==> src/rtl/peripheral_spram_req2ahb_if.sv <==
// Request/response channel plus AHB-Lite master bus for the SPRAM bridge.
// The master modport is the bridge side; the slave modport is the requester/SPRAM side.
interface peripheral_spram_req2ahb_if #(
  parameter int PLEN = 8,
  parameter int XLEN = 32
);
  logic            req_valid;
  logic            req_ready;
  logic            req_write;
  logic [2:0]      req_size;
  logic [PLEN-1:0] req_addr;
  logic [XLEN-1:0] req_wdata;

  logic            rsp_valid;
  logic            rsp_ready;
  logic [XLEN-1:0] rsp_rdata;
  logic            rsp_error;

  logic            HSEL;
  logic [PLEN-1:0] HADDR;
  logic [XLEN-1:0] HWDATA;
  logic            HWRITE;
  logic [2:0]      HSIZE;
  logic [2:0]      HBURST;
  logic [3:0]      HPROT;
  logic [1:0]      HTRANS;
  logic            HMASTLOCK;
  logic [XLEN-1:0] HRDATA;
  logic            HREADY;
  logic            HRESP;

  modport master (
    input  req_valid, req_write, req_size, req_addr, req_wdata, rsp_ready,
           HRDATA, HREADY, HRESP,
    output req_ready, rsp_valid, rsp_rdata, rsp_error,
           HSEL, HADDR, HWDATA, HWRITE, HSIZE, HBURST, HPROT, HTRANS, HMASTLOCK
  );

  modport slave (
    output req_valid, req_write, req_size, req_addr, req_wdata, rsp_ready,
           HRDATA, HREADY, HRESP,
    input  req_ready, rsp_valid, rsp_rdata, rsp_error,
           HSEL, HADDR, HWDATA, HWRITE, HSIZE, HBURST, HPROT, HTRANS, HMASTLOCK
  );
endinterface

==> src/rtl/peripheral_spram_req2ahb.sv <==
// Request/response to AHB-Lite single-transfer bridge for an SPRAM slave, one transfer in flight.
// Define PERIPHERAL_SPRAM_REQ2AHB_ALIGN_CHECK_EN to answer misaligned/oversized requests with an error and no bus transfer.
module peripheral_spram_req2ahb #(
  parameter int PLEN = 8,
  parameter int XLEN = 32
) (
  input logic                         HCLK,
  input logic                         HRESET,
  peripheral_spram_req2ahb_if.master  bus
);

  typedef enum logic [1:0] {IDLE, ADDR, DATA, RSP} state_t;

  localparam logic [1:0] HTRANS_IDLE   = 2'b00;
  localparam logic [1:0] HTRANS_NONSEQ = 2'b10;

  state_t          r_state;
  state_t          w_next;
  logic [PLEN-1:0] r_haddr;
  logic            r_hwrite;
  logic [2:0]      r_hsize;
  logic [XLEN-1:0] r_wdata;
  logic [XLEN-1:0] r_hwdata;
  logic [XLEN-1:0] r_rsp_rdata;
  logic            r_rsp_error;
  logic            w_req_ready;
  logic            w_hsel;
  logic [1:0]      w_htrans;
  logic            w_rsp_valid;
  logic            w_reject;

`ifdef PERIPHERAL_SPRAM_REQ2AHB_ALIGN_CHECK_EN
  localparam logic [2:0] SIZE_MAX = 3'($clog2(XLEN/8));
  logic [PLEN-1:0] w_lsb_mask;

  always_comb begin
    w_lsb_mask = (PLEN'(1) << bus.req_size) - PLEN'(1);
    w_reject   = (bus.req_size > SIZE_MAX) || ((bus.req_addr & w_lsb_mask) != '0);
  end
`else
  assign w_reject = 1'b0;
`endif

  always_ff @(posedge HCLK) begin
    if (HRESET) r_state <= IDLE;
    else        r_state <= w_next;
  end

  // NOTE: every signal written here gets a default first, so no path leaves it unassigned and no latch is inferred.
  always_comb begin
    w_next      = r_state;
    w_req_ready = 1'b0;
    w_hsel      = 1'b0;
    w_htrans    = HTRANS_IDLE;
    w_rsp_valid = 1'b0;
    unique case (r_state)
      IDLE: begin
        w_req_ready = !HRESET;
        if (bus.req_valid && !HRESET) w_next = w_reject ? RSP : ADDR;
      end
      ADDR: begin
        w_hsel   = 1'b1;
        w_htrans = HTRANS_NONSEQ;
        if (bus.HREADY) w_next = DATA;
      end
      DATA: begin
        if (bus.HREADY) w_next = RSP;
      end
      RSP: begin
        w_rsp_valid = 1'b1;
        if (bus.rsp_ready) w_next = IDLE;
      end
      default: w_next = IDLE;
    endcase
  end

  // NOTE: state is updated with non-blocking assignments so every register samples pre-edge values.
  always_ff @(posedge HCLK) begin
    if (HRESET) begin
      r_haddr     <= '0;
      r_hwrite    <= 1'b0;
      r_hsize     <= '0;
      r_wdata     <= '0;
      r_hwdata    <= '0;
      r_rsp_rdata <= '0;
      r_rsp_error <= 1'b0;
    end else begin
      if (r_state == IDLE && bus.req_valid) begin
        r_haddr  <= bus.req_addr;
        r_hwrite <= bus.req_write;
        r_hsize  <= bus.req_size;
        r_wdata  <= bus.req_wdata;
        if (w_reject) begin
          r_rsp_rdata <= '0;
          r_rsp_error <= 1'b1;
        end
      end
      if (r_state == ADDR && bus.HREADY) r_hwdata <= r_hwrite ? r_wdata : '0;
      // An error's first cycle (HREADY=0) is ignored; the flag is taken on the completing cycle.
      if (r_state == DATA && bus.HREADY) begin
        r_rsp_rdata <= r_hwrite ? '0 : bus.HRDATA;
        r_rsp_error <= bus.HRESP;
      end
    end
  end

  assign bus.req_ready = w_req_ready;
  assign bus.rsp_valid = w_rsp_valid;
  assign bus.rsp_rdata = r_rsp_rdata;
  assign bus.rsp_error = r_rsp_error;
  assign bus.HSEL      = w_hsel;
  assign bus.HTRANS    = w_htrans;
  assign bus.HADDR     = r_haddr;
  assign bus.HWRITE    = r_hwrite;
  assign bus.HSIZE     = r_hsize;
  assign bus.HWDATA    = r_hwdata;
  assign bus.HBURST    = 3'b000;
  assign bus.HPROT     = 4'b0011;
  assign bus.HMASTLOCK = 1'b0;

endmodule

==> src/flat_wrapper.sv <==
// flat-port wrapper written by rule: the top's interface ports become plain ports
module peripheral_spram_req2ahb_flat 
#(
  parameter int PLEN = 8,
  parameter int XLEN = 32
)
  (HCLK, HRESET, bus_req_valid, bus_req_write, bus_req_size, bus_req_addr, bus_req_wdata, bus_rsp_ready, bus_HRDATA, bus_HREADY, bus_HRESP, bus_req_ready, bus_rsp_valid, bus_rsp_rdata, bus_rsp_error, bus_HSEL, bus_HADDR, bus_HWDATA, bus_HWRITE, bus_HSIZE, bus_HBURST, bus_HPROT, bus_HTRANS, bus_HMASTLOCK);
  peripheral_spram_req2ahb_if #(.PLEN(PLEN), .XLEN(XLEN)) bus_i ();
  input logic HCLK;
  input logic HRESET;
  input wire logic [$bits(bus_i.req_valid)-1:0] bus_req_valid;
  input wire logic [$bits(bus_i.req_write)-1:0] bus_req_write;
  input wire logic [$bits(bus_i.req_size)-1:0] bus_req_size;
  input wire logic [$bits(bus_i.req_addr)-1:0] bus_req_addr;
  input wire logic [$bits(bus_i.req_wdata)-1:0] bus_req_wdata;
  input wire logic [$bits(bus_i.rsp_ready)-1:0] bus_rsp_ready;
  input wire logic [$bits(bus_i.HRDATA)-1:0] bus_HRDATA;
  input wire logic [$bits(bus_i.HREADY)-1:0] bus_HREADY;
  input wire logic [$bits(bus_i.HRESP)-1:0] bus_HRESP;
  output wire logic [$bits(bus_i.req_ready)-1:0] bus_req_ready;
  output wire logic [$bits(bus_i.rsp_valid)-1:0] bus_rsp_valid;
  output wire logic [$bits(bus_i.rsp_rdata)-1:0] bus_rsp_rdata;
  output wire logic [$bits(bus_i.rsp_error)-1:0] bus_rsp_error;
  output wire logic [$bits(bus_i.HSEL)-1:0] bus_HSEL;
  output wire logic [$bits(bus_i.HADDR)-1:0] bus_HADDR;
  output wire logic [$bits(bus_i.HWDATA)-1:0] bus_HWDATA;
  output wire logic [$bits(bus_i.HWRITE)-1:0] bus_HWRITE;
  output wire logic [$bits(bus_i.HSIZE)-1:0] bus_HSIZE;
  output wire logic [$bits(bus_i.HBURST)-1:0] bus_HBURST;
  output wire logic [$bits(bus_i.HPROT)-1:0] bus_HPROT;
  output wire logic [$bits(bus_i.HTRANS)-1:0] bus_HTRANS;
  output wire logic [$bits(bus_i.HMASTLOCK)-1:0] bus_HMASTLOCK;
  assign bus_i.req_valid = bus_req_valid;
  assign bus_i.req_write = bus_req_write;
  assign bus_i.req_size = bus_req_size;
  assign bus_i.req_addr = bus_req_addr;
  assign bus_i.req_wdata = bus_req_wdata;
  assign bus_i.rsp_ready = bus_rsp_ready;
  assign bus_i.HRDATA = bus_HRDATA;
  assign bus_i.HREADY = bus_HREADY;
  assign bus_i.HRESP = bus_HRESP;
  assign bus_req_ready = bus_i.req_ready;
  assign bus_rsp_valid = bus_i.rsp_valid;
  assign bus_rsp_rdata = bus_i.rsp_rdata;
  assign bus_rsp_error = bus_i.rsp_error;
  assign bus_HSEL = bus_i.HSEL;
  assign bus_HADDR = bus_i.HADDR;
  assign bus_HWDATA = bus_i.HWDATA;
  assign bus_HWRITE = bus_i.HWRITE;
  assign bus_HSIZE = bus_i.HSIZE;
  assign bus_HBURST = bus_i.HBURST;
  assign bus_HPROT = bus_i.HPROT;
  assign bus_HTRANS = bus_i.HTRANS;
  assign bus_HMASTLOCK = bus_i.HMASTLOCK;
  peripheral_spram_req2ahb #(.PLEN(PLEN), .XLEN(XLEN)) u_core (.HCLK(HCLK), .HRESET(HRESET), .bus(bus_i));
endmodule
==> config.mk <==
export PLATFORM = sky130hd
export DESIGN_NAME = peripheral_spram_req2ahb_flat
export DESIGN_NICKNAME = d
export VERILOG_FILES = /design/src/rtl/peripheral_spram_req2ahb_if.sv /design/src/rtl/peripheral_spram_req2ahb.sv /design/src/flat_wrapper.sv
export SDC_FILE = /design/constraint.sdc
export NUM_CORES = 1
export LEC_CHECK = 0
export ABC_AREA = 0
export CAP_MARGIN = 20
export CORE_UTILIZATION = 45
export DETAILED_ROUTE_END_ITERATION = 6
export DONT_BUFFER_PORTS = 1
export SLEW_MARGIN = 20
export SYNTH_ARGS = -nofsm -noshare
export SYNTH_HDL_FRONTEND = slang
export SYNTH_SLANG_ARGS = --single-unit
==> constraint.sdc <==
create_clock -name HCLK -period 1.82 [get_ports HCLK]
set_input_delay 0.364 -clock HCLK [delete_from_list [all_inputs] [get_ports HCLK]]
set_output_delay 0.364 -clock HCLK [all_outputs]
set_load 0.005 [all_outputs]
# After elaboration in Yosys (flattened, before gate mapping)
# Cells that the tools add are included.
# Widths: inputs -> output; s select.
# word_totals
output_inout_bits	90
input_bits	82
regBits	111
word_cells	33
# op_classes
n_reduce_logical	7
n_eq_ne	7
n_mux	11
# ops
operator	n
$mux 32	2
$mux 2	5
$pmux 2 s4	1
$ne 2x2->1 const B	3
$eq 2x2->1 const B	2
$logic_and 1x1->1	4
$reduce_and 4->1	1
$mux 1	3
$eq 2x1->1 const B	1
$logic_not 2->1	1
$ne 2x1->1 const B	1
$logic_not 1->1	1

# Depth between registers and ports, before layout
# Gate-level depths: netlist of run 1.
# depth
word_depth	4
ltp_mapped	7
mapped_depth_nobuf	5

# Least setup slack after synthesis of run 1
# No wires, ideal clock.
# synth_path
kind	register to register
startpoint	register u_core.r_state[1]
endpoint	register u_core.r_state[0]
path_buffers	1
setup_slack_ps	307
setup_ps	86
required_ps	1734
synth_period_minus_slack_ps	1513
stages_incl_launch_ff	7
t_arrival_ps	1428
path_cell_list	dfxtp_1 -> inv_1 -> ha_1 -> buf_6 -> o21ba_1 -> a211o_1 -> a211oi_1
# synth_between
elab_chain_cells	3
word_cells_on_any_way	10
classes_between	eq/ne: 7; mux: 1; reduce/logical: 2
# synth_rtl
item	line_no	text
start: declaration	peripheral_spram_req2ahb.sv:17	state_t r_state;
start signal: assignment	peripheral_spram_req2ahb.sv:46	else r_state <= w_next;
$eq 2x1->1, or another cell as far along	peripheral_spram_req2ahb.sv:56	unique case (r_state)
$ne 2x2->1 (no line) or $ne 2x1->1 (tied branches)	n/a	
$reduce_and 4->1 (no line)	n/a	
# Parallel ways exist; a longest one is shown, timed or not.
# A chain may end at the register's enable or synchronous reset.

# Worst setup path in the final report of run 1
# layout_path
startpoint	register u_core.r_state[1]
endpoint	output bus_HTRANS[1]
# layout_between
elab_chain_cells	2
# layout_rtl
item	line_no	text
$eq 2x1->1	peripheral_spram_req2ahb.sv:56	
$mux 2	peripheral_spram_req2ahb.sv:56	
end: declaration	flat_wrapper.sv:31	output wire logic [$bits(bus_i.HTRANS)-1:0] bus_HTRANS;
# No other way between the ends.

==> results of run 1 <==
cell type report:
class,instances,area (um^2),area share
clock buffer,9,124,0.0276
sequential,111,2220,0.495
timing repair buffer,10,116,0.0259
tap,111,139,0.0309
clock inverter,7,100,0.0223
inverter,3,11.3,0.00251
multi-input combinational,353,1770,0.395
Yosys cell counts:
master,number
a211o_1,1
a211oi_1,1
a21oi_1,109
and2_1,1
buf_1,8
buf_2,13
buf_4,10
buf_6,2
clkbuf_1,26
conb_1,2
dfxtp_1,111
ha_1,4
inv_1,3
mux2i_1,1
nand2_1,156
nand2b_1,2
nand3_1,1
nand4_1,32
nand4b_1,32
nor2b_1,2
nor4_1,1
o21ba_1,1
logic make-up (layout without fill, tap and decap cells):
family,Yosys count,in the layout,share of synthesized area
AO/OA/AOI/OAI,112,112,0.134
multiplexers,1,1,0.00234
buffers and inverters,62,29,0.0706
AND/OR/NAND/NOR,227,227,0.260
other,2,9,0.00176
flip-flops,111,111,0.520
adder cells (fa/ha/maj),4,4,0.0117
cell usage in the layout (no fill, tap or decap), types with 2 or more instances in the layout:
cell       synthesis  layout
nand2_1          156     156
dfxtp_1          111     110
a21oi_1          109     109
nand4_1           32      32
nand4b_1          32      32
conb_1             2       9
clkbuf_8           0       9
buf_4             10       6
ha_1               4       4
inv_1              3       3
inv_6              0       3
buf_12             0       3
nor2b_1            2       2
nand2b_1           2       2
bufinv_16          0       2
state kept, by name (all words and copies together) (netlist names):
| register | count |
|---|---|
| u_core.bus.HWDATA | 32 |
| u_core.bus.rsp_rdata | 32 |
| u_core.r_wdata | 32 |
| u_core.bus.HADDR | 8 |
| u_core.bus.HSIZE | 3 |
| u_core.r_state | 2 |
| u_core.bus.HWRITE | 1 |
| u_core.bus.rsp_error | 1 |
power breakdown:
group          leakage (nW)  total [mW]  internal (mW)  switching [mW]
Combinational         0.482        1.35          0.457           0.896
Clock                 0.115        1.65          0.791           0.854
Sequential            0.902        2.87           2.70           0.171
Total                  1.50        5.87           3.95            1.92
routing by layer:
layer,up-vias,track usage
met5,-,0
met4,0,0.0577
met3,5,0.0717
met2,123,0.334
met1,1621,0.249
li1,1682,-
metrics by stage:
stage                util  power (mW)  worst slack [ns]
floorplan               -        3.98             0.307
global placement    0.463        4.21             0.345
detailed placement  0.463        4.28             0.257
CTS                 0.488        5.92            0.0684
global route        0.488        6.20            0.0463
finish              0.488        5.87             0.159
worst max-delay path by stage:
stage | from | endpoint | slack [ns] | depth (start not counted)
after floorplan | u_core.r_state[1] | u_core.r_state[0] | 0.31 | 6
after global placement | u_core.r_state[1] | u_core.r_state[0] | 0.35 | 5
after detailed placement | u_core.r_state[1] | u_core.r_state[0] | 0.26 | 5
after CTS | u_core.r_state[1] | bus_HSEL | 0.07 | 3
after global routing | u_core.r_state[1] | bus_HTRANS[1] | 0.05 | 3
final | u_core.r_state[1] | bus_HTRANS[1] | 0.16 | 3
worst max-delay path, delay by kind of cell (launching register included):
kind	cells	cell delay [ns]
fa+ha+maj	1	0.25
flops	1	0.35
buf+inv	2	0.33
timing repair:
| item | CTS | global route |
|---|---|---|
| buffers inserted | 0 | 0 |
| setup endpoints to repair | 0 | 2 |
| resized for setup | 0 | 1 |
==> metrics.txt, run 1 <==
synthesized instance count ~520; Placer Congestion 0.715; post-synth cell types 22; layout cells sized above 1 0.0548; reg2reg start u_core.r_state[1]; Seq/Total Area, Yosys 0.520; vias per cell between 5 and 6; routed length on met3 around 860 um; setup TNS 0 ns; CP Cell Sequence inv_1 -> ha_1 -> buf_6; Pleak between 1 and 1.5 nW; initial antenna violation count 0; cell accounting for the most synthesized area dfxtp_1; clk_skew 0.0133 ns; die width 99.4 um; final setup violation count 0; met2 WL post-DR ~4800 um; CTS buffer count 9; peak per-stage delay on the critical path ~0.35 ns; Die Area between 9000 and 10000 um^2; worst hold start HRESET; Root Driver clkbuf_8; Initial Util 0.464; dpl cell area ~4300 um^2; DRT met1 WL roughly 4400 um; ANT nets after route 0; clk buf depth 2; Clk pin slew, worst setup/hold paths between 0.1 and 0.15 ns; reg2reg end u_core.r_state[0]; nets roughly 570; number of global-route vias before repair about 3.2k; Critical Path RT between 1 and 1.5 ns; routed wire length ~10000 um; largest net degree at the start of global routing about 110; Area contributors post-synth dfxtp_1 52%, nand2_1 14%, a21oi_1 13%, nand4b_1 6.6%, nand4_1 4.7%; Final Hold Fails 0; # rows 35; Synth top area share 0.520; Cell Area, Synth roughly 4300 um^2; status complete, no violations; pwr dens between 1000 and 1500 nW/um^2; clock latency on the worst-skew pair 0.37 ns; fillers ~920; critical path's slowest cell dfxtp_1; Hold WC Path Type primary input to flop; GRT overflow 0; worst hold path stage count 1; Hold Slack approximately 0.052 ns; via count roughly 3.4k; Tcrit/Tclk final 0.913; IO Count between 150 and 200; Synthesis Warnings 0; HPWL Detailed about 6200 um; Fmax ~600 MHz; Clock Sinks between 100 and 150; 1st-pass router iterations 4; H-tree Lvls 3; Worst EP arrival about 1.3 ns; Chip Height roughly 99 um; WS Path Type flop to output port; CTS tree yes; maximum fanout along the worst path 23; drt initial violations 115; CTS hold repair buffers 0; number of port buffers 0; Crit. End Element output port; global-route wire length before repair roughly 16000 um; DR WL/cell ~17 um; Tmin final roughly 1.7 ns; Synth Register Bits 111; Peak VDD IR between 500 and 600 uV; syn avg cell area about 8.2 um^2; R2R setup slack 0.20 ns; max cap viols 0; core footprint 9200 um^2; RSZ-0062 raised after global routing no; startpoint types flop; drt drc 0; Inst Count DP approximately 590; Non-Filler Instances about 600; terminating pin of the worst hold path u_core.bus.HWDATA[25]; top sig layer met4; fin. max-slew vios 0; area grow syn2layout 5.07%; cell count of the worst reg-to-reg path 5; GR Util All Layers 0.202; Post-Layout Inst Area 4490 um^2; Antenna diodes 0
Power figures use the tool's default switching activity.
==> run 2: changes to the inputs <==
==> constraint.sdc (replaced) <==
create_clock -name HCLK -period 1.82 [get_ports HCLK]
set_input_delay 0.364 -clock HCLK [delete_from_list [all_inputs] [get_ports HCLK]]
set_output_delay 0.364 -clock HCLK [all_outputs]
set_load 0.1 [all_outputs]
==> metrics.txt, run 2 (same netlist as run 1, synthesis figures left out) <==
Total Power 7.14 mW (+22%); GR Util All Layers 0.214 (+0.0113); CTS buffer count 9 (unchanged); drt drc 0 (unchanged); final core occ 0.558 (+0.0697); ANT nets after route 0 (unchanged); 1st-pass router iterations 4 (unchanged); Post-Layout Inst Area 5130 um^2 (+14%); final setup violation count 0 (unchanged); worst hold path stage count 1 (unchanged); Tightest Pin Transition around 0.86 ns; Inst Count DP 669 (+14%); clk_skew 0.0127 ns (-0.000598 ns); WP buf/inv 3 (+1); HPWL Detailed 6840 um (+9.4%); Tcrit/Tclk final 0.942 (+0.0288); setup TNS 0 ns (unchanged); Peak VDD IR 592 uV (+6.8%); CP top delay family flip-flops; most common cell after layout, fill and taps aside nand2_1; nets 657 (+14%); Die Area 9890 um^2 (unchanged); peak per-stage delay on the critical path 0.37 ns (+0.02 ns); GRT overflow 0 (unchanged); Final WS setup 0.106 ns (-0.0524 ns); WS Path Type flop to output port; Crit. End Element output port; fillers 893 (-3.3%); fin. max-slew vios 0 (unchanged); startpoint types flop; maximum fanout along the worst path 4 (-83%); RSZ-0062 raised after global routing no; area of the multi-input gates 1810 um^2 (+1.9%); reg2reg end u_core.r_wdata[3]; crit path to bus_req_ready; CP Cell Sequence inv_4 -> ha_4 -> buf_6 -> nor2b_4 -> buf_12; pwr dens 1390 nW/um^2 (+6.5%); number of port buffers 0 (unchanged); reg2reg start u_core.r_state[1]; Clock Sinks 111 (unchanged); CTS tree yes; area grow syn2layout 20.1%; status complete, no violations; layout cells sized above 1 0.203 (+0.148); Slew HR 0.425; die width 99.4 um (unchanged); clk buf depth 2 (unchanged); post-place setup slack 0.0869 ns (-0.170 ns); clock latency on the worst-skew pair 0.36 ns (about the same); global-route wire length before repair 17000 um (+6.3%); Pleak 1.94 nW (+30%); R2R setup slack 0.18 ns (-0.02 ns); CP Depth 5 (+2); via count 3710 (+8.1%); routed wire length 10700 um (+5.3%); # rows 35 (unchanged); Initial Util 0.464 (unchanged); H-tree Lvls 3 (unchanged); Hold WC Path Type primary input to flop; Hold Slack 0.0559 ns (+0.00429 ns); Root Driver clkbuf_8; Worst EP arrival 1.35 ns (+0.05 ns); drt initial violations 102 (-11%); Clk pin slew, worst setup/hold paths 0.11 ns (about the same); Non-Filler Instances 688 (+14%); Chip Height 99.4 um (unchanged); max cap viols 0 (unchanged); Final Hold Fails 0 (unchanged); Fmax 584 MHz (-3.1%); cell count of the worst reg-to-reg path 5 (unchanged); number of global-route vias before repair 3416 (+5.5%); CP Launch Point u_core.r_state[1]; largest net degree at the start of global routing 114 (unchanged); most frequent cells in the layout 156 x nand2_1, 109 x a21oi_1, 108 x dfxtp_1; critical path's slowest cell dfxtp_4; initial antenna violation count 1 (+1); Storage cell area 2230 um^2 (+0.23%); vias per cell 5.39 (-5.1%); core footprint 9200 um^2 (unchanged); dpl cell area 4910 um^2 (+15%); DR WL/cell 15.6 um (-7.5%); Critical Path RT 1.46 ns (about the same); Placer Congestion 0.726 (+1.6%); Tmin final 1.71 ns (+0.0524 ns); IO Count 172 (unchanged)
-- run 2: worst reg2reg max path, cell delays in order (launching register included) --
cell and delay, ns:
dfxtp_4 0.37, inv_4 0.07, ha_4 0.13, and2_2 0.70, nand2_1 0.16, a21oi_1 0.16
-- run 2: worst min-delay path by stage --
stage | start | end | slack (ns)
2_1_floorplan | u_core.r_wdata[14] | u_core.r_wdata[14] | 0.44
4_1_cts | HRESET | u_core.bus.HWDATA[24] | 0.04
3_5_place_dp | u_core.bus.HWDATA[23] | u_core.bus.HWDATA[23] | 0.44
5_1_grt | HRESET | u_core.bus.HWDATA[30] | 0.02
6_report | HRESET | u_core.bus.HWDATA[24] | 0.06
3_3_place_gp | u_core.bus.rsp_rdata[18] | u_core.bus.rsp_rdata[18] | 0.43
-- run 2: layout make-up --
cell class / count / share of cell area
antenna: 1 / 0.000488
clock buffer: 10 / 0.0249
clock inverter: 6 / 0.00878
inverter: 3 / 0.00268
multi-input combinational: 353 / 0.353
sequential: 111 / 0.434
tap: 111 / 0.0271
timing repair buffer: 93 / 0.149
-- run 2: what timing repair did --
action | 4_1_cts | 5_1_grt
pin swaps | 0 | 0
endpoints found under the setup margin | 1 | 4
hold buffers | 0 | 0
gates resized for setup | 4 | 6
buffers inserted | 1 | 1
-- run 2: where the power goes --
group,switching [mW],internal (mW),leakage (nW)
logic,2.19,0.758,0.949
registers,0.146,2.71,0.903
clock network,0.834,0.510,0.0910
-- run 2: routing by layer --
| layer | share of wire | vias to the layer above | GRT usage |
|---|---|---|---|
| li1 | - | 1851 | - |
| met1 | 0.44 | 1733 | 0.263 |
| met2 | 0.47 | 114 | 0.354 |
| met3 | 0.071 | 12 | 0.0787 |
| met4 | 0.011 | 0 | 0.0554 |
| met5 | 0 | - | 0 |
==> edit: new RTL, settings of run 2 <==
Re-encode `state_t` (4 states) as one-hot, 4 bits wide.
--- a/src/rtl/peripheral_spram_req2ahb.sv
+++ b/src/rtl/peripheral_spram_req2ahb.sv
@@ -11,3 +11,3 @@
 
-  typedef enum logic [1:0] {IDLE, ADDR, DATA, RSP} state_t;
+  typedef enum logic [3:0] {IDLE = 4'b0001, ADDR = 4'b0010, DATA = 4'b0100, RSP = 4'b1000} state_t;
 
Function: no difference found for any inputs over 10 cycles, from zero or initial values and one cycle with HRESET high; not proved beyond that.
==> edit against run 2 <==
The run now ends with negative hold slack, negative setup slack left; cell area grew 16%; register-to-register slack got worse by 0.02 ns; non-clock buffer count rose by 10; via count is 17% higher; wire length is 21% higher; sequential cell count rose by 2; worst hold slack worse by 0.14 ns; worst setup slack lost 0.39 ns; cell count increased by 8.3%; synthesized area up 9.5%; critical path type unchanged; critical endpoint is now bus_HSEL; highest routed layer unchanged.
Power is not compared: it rests on default switching activity, and its combinational part moved more than twofold at a synthesized area within 25%.
==> edit: results (changes against run 2) <==
| Metric | Value |
|---|---|
| Run status | `finished, violations left` |
| Failing checks | `negative hold slack, negative setup slack` |
| Initial drt markers | `319 (+210%)` |
| DR vias | `4343 (+17%)` |
| Register area share after synthesis | `48.3% (-3.7 points)` |
| Layout cell share with drive strength beyond 1 | `23.9% (+3.5 points)` |
| GP Congestion | `0.761 (+4.8%)` |
| # port buffers | `0 (unchanged)` |
| Crit path required time | `1.46 ns (about the same)` |
| Leak Pwr | `around 2.2 nW` |
| Drt pass-1 iters | `5 (+1)` |
| Most frequent cell after synthesis | `dfxtp_1` |
| Final count of negative-setup-slack endpoints | `4 (+4)` |
| Pre-CTS WS | `0.130 ns (+0.0428 ns)` |
| Total track usage | `23.5% (+2.2 points)` |
| Largest net degree at the start of global routing | `115 (+0.88%)` |
| Crit Path Max Fanout | `3 (-1)` |
| # H-tree levels | `4 (+1)` |
| WL/cell | `17.3 µm (+11%)` |
| CTS Buffer Depth | `2 (unchanged)` |
| Post-synth cell types | `33 (+50%)` |
| First-pass GRT wire length | `20.5 mm (+21%)` |
| Layout fillers | `901 (+0.90%)` |
| Final worst slack | `-0.282 ns (-0.388 ns)` |
| Initial antenna violation count | `0 (-1)` |
| WHS | `-0.0846 ns (-0.141 ns)` |
| Placed insts | `709 (+6.0%)` |
| Antenna diodes | `0 (-1)` |
| HP Class | `primary input to flop` |
| Clk_lat worst skew | `0.52 ns (+0.16 ns)` |
| Final std cells w/o fill | `745 (+8.3%)` |
| Root buf cell | `clkbuf_8` |
| Largest cells by area after synthesis | `dfxtp_1 48%, a21oi_1 12%, o21ai_0 10%` |
| Worst vdd ir | `573 µV` |
| Fraction of registers with async set/reset | `0% (unchanged)` |
| Post-DP HPWL | `7.75 mm (+13%)` |
| Warnings, synthesis | `0 (unchanged)` |
| Vias in the first global route | `4026 (+18%)` |
| Total Nets Final | `681 (+3.7%)` |
| Hold Fails Final Rpt | `111 (+111)` |
| DRT antenna net count | `0 (unchanged)` |
| Syn Inst Count | `549 (+5.8%)` |
| CTS hold repair buffers | `1 (+1)` |
| CTS clock-pin slew for the worst setup and hold paths | `0.06 ns (-0.05 ns)` |
| DP Area | `5320 µm² (+8.4%)` |
| Setup TNS | `-0.968 ns (-0.968 ns)` |
| Synth cell count leaders | `113 x dfxtp_1, 110 x a21oi_1, 94 x o21ai_0, 46 x nand3_1, 41 x clkbuf_1` |
| Clk_skew | `0.0129 ns (+0.000196 ns)` |
| TritonCTS Buffers | `17 (+8)` |
==> edit: cell count changes in the layout (fill, tap and decap cells not counted), moves of 7 or more <==
cell       before  now
nand3_1         1   46
nand2_1       156    0
o21ai_1         0   16
o21ai_0         0   94
clkbuf_16       0   16
clkbuf_8        9    2
==> edit: final timing paths <==
kind | start | end | slack, ns | cells past startpoint
min reg2reg | u_core.r_wdata[31] | u_core.bus.HWDATA[31] | 0.47 | 2
max | u_core.r_state[0] | bus_HSEL | -0.28 | 3
min | HRESET | u_core.bus.rsp_rdata[2] | -0.08 | 1
max reg2reg | u_core.r_state[0] | u_core.r_state[1] | 0.16 | 6
==> edit: worst max-delay path: stages, from the launching register on <==
cell and delay (ns):
dfxtp_2 0.33, or4b_4 0.55, inv_6 0.10, buf_16 0.23
==> edit: repair_timing <==
action                                 CTS  global route
buffers inserted                         0             3
gates resized for setup                  7             4
endpoints found under the hold margin  113           112
setup endpoints to repair                4             5
pin swaps                                4             3
==> edit: routing by layer <==
layer	wire [µm]	up-vias	global-route usage, %
met2	6110	177	37.5
li1	-	2105	-
met4	196	0	8.57
met3	1050	22	8.08
met5	0	-	0
met1	5560	2039	29.4
==> edit: cells by family after synthesis <==
logic type	synth area share [%]
flip-flops	48.3
XOR/XNOR	0.187
AO/OA/AOI/OAI	24.2
other	0.160
AND/OR/NAND/NOR	17.7
buffers and inverters	9.36
==> edit: layout make-up <==
type	instances	area, µm²	share of cell area (%)
sequential	113	2270	38.1
multi-input combinational	359	2040	34.2
timing repair buffer	103	891	14.9
clock buffer	20	435	7.30
tap	133	166	2.79
clock inverter	12	140	2.35
inverter	5	23.8	0.398
==> edit: stage by stage <==
| step | util (%) | hold slack [ns] |
|---|---|---|
| finish | 60.2 | -0.0846 |
| CTS | 59.9 | -0.100 |
| global route | 60.2 | -0.111 |
| global placement | 53.7 | 0.446 |
| floorplan | - | 0.447 |
| detailed placement | 53.7 | 0.446 |
==> edit: power breakdown <==
group          total [mW]  switching (mW)  internal [mW]
clock                3.22            1.12           2.10
combinational       0.930           0.672          0.258
sequential           2.62          0.0550           2.57
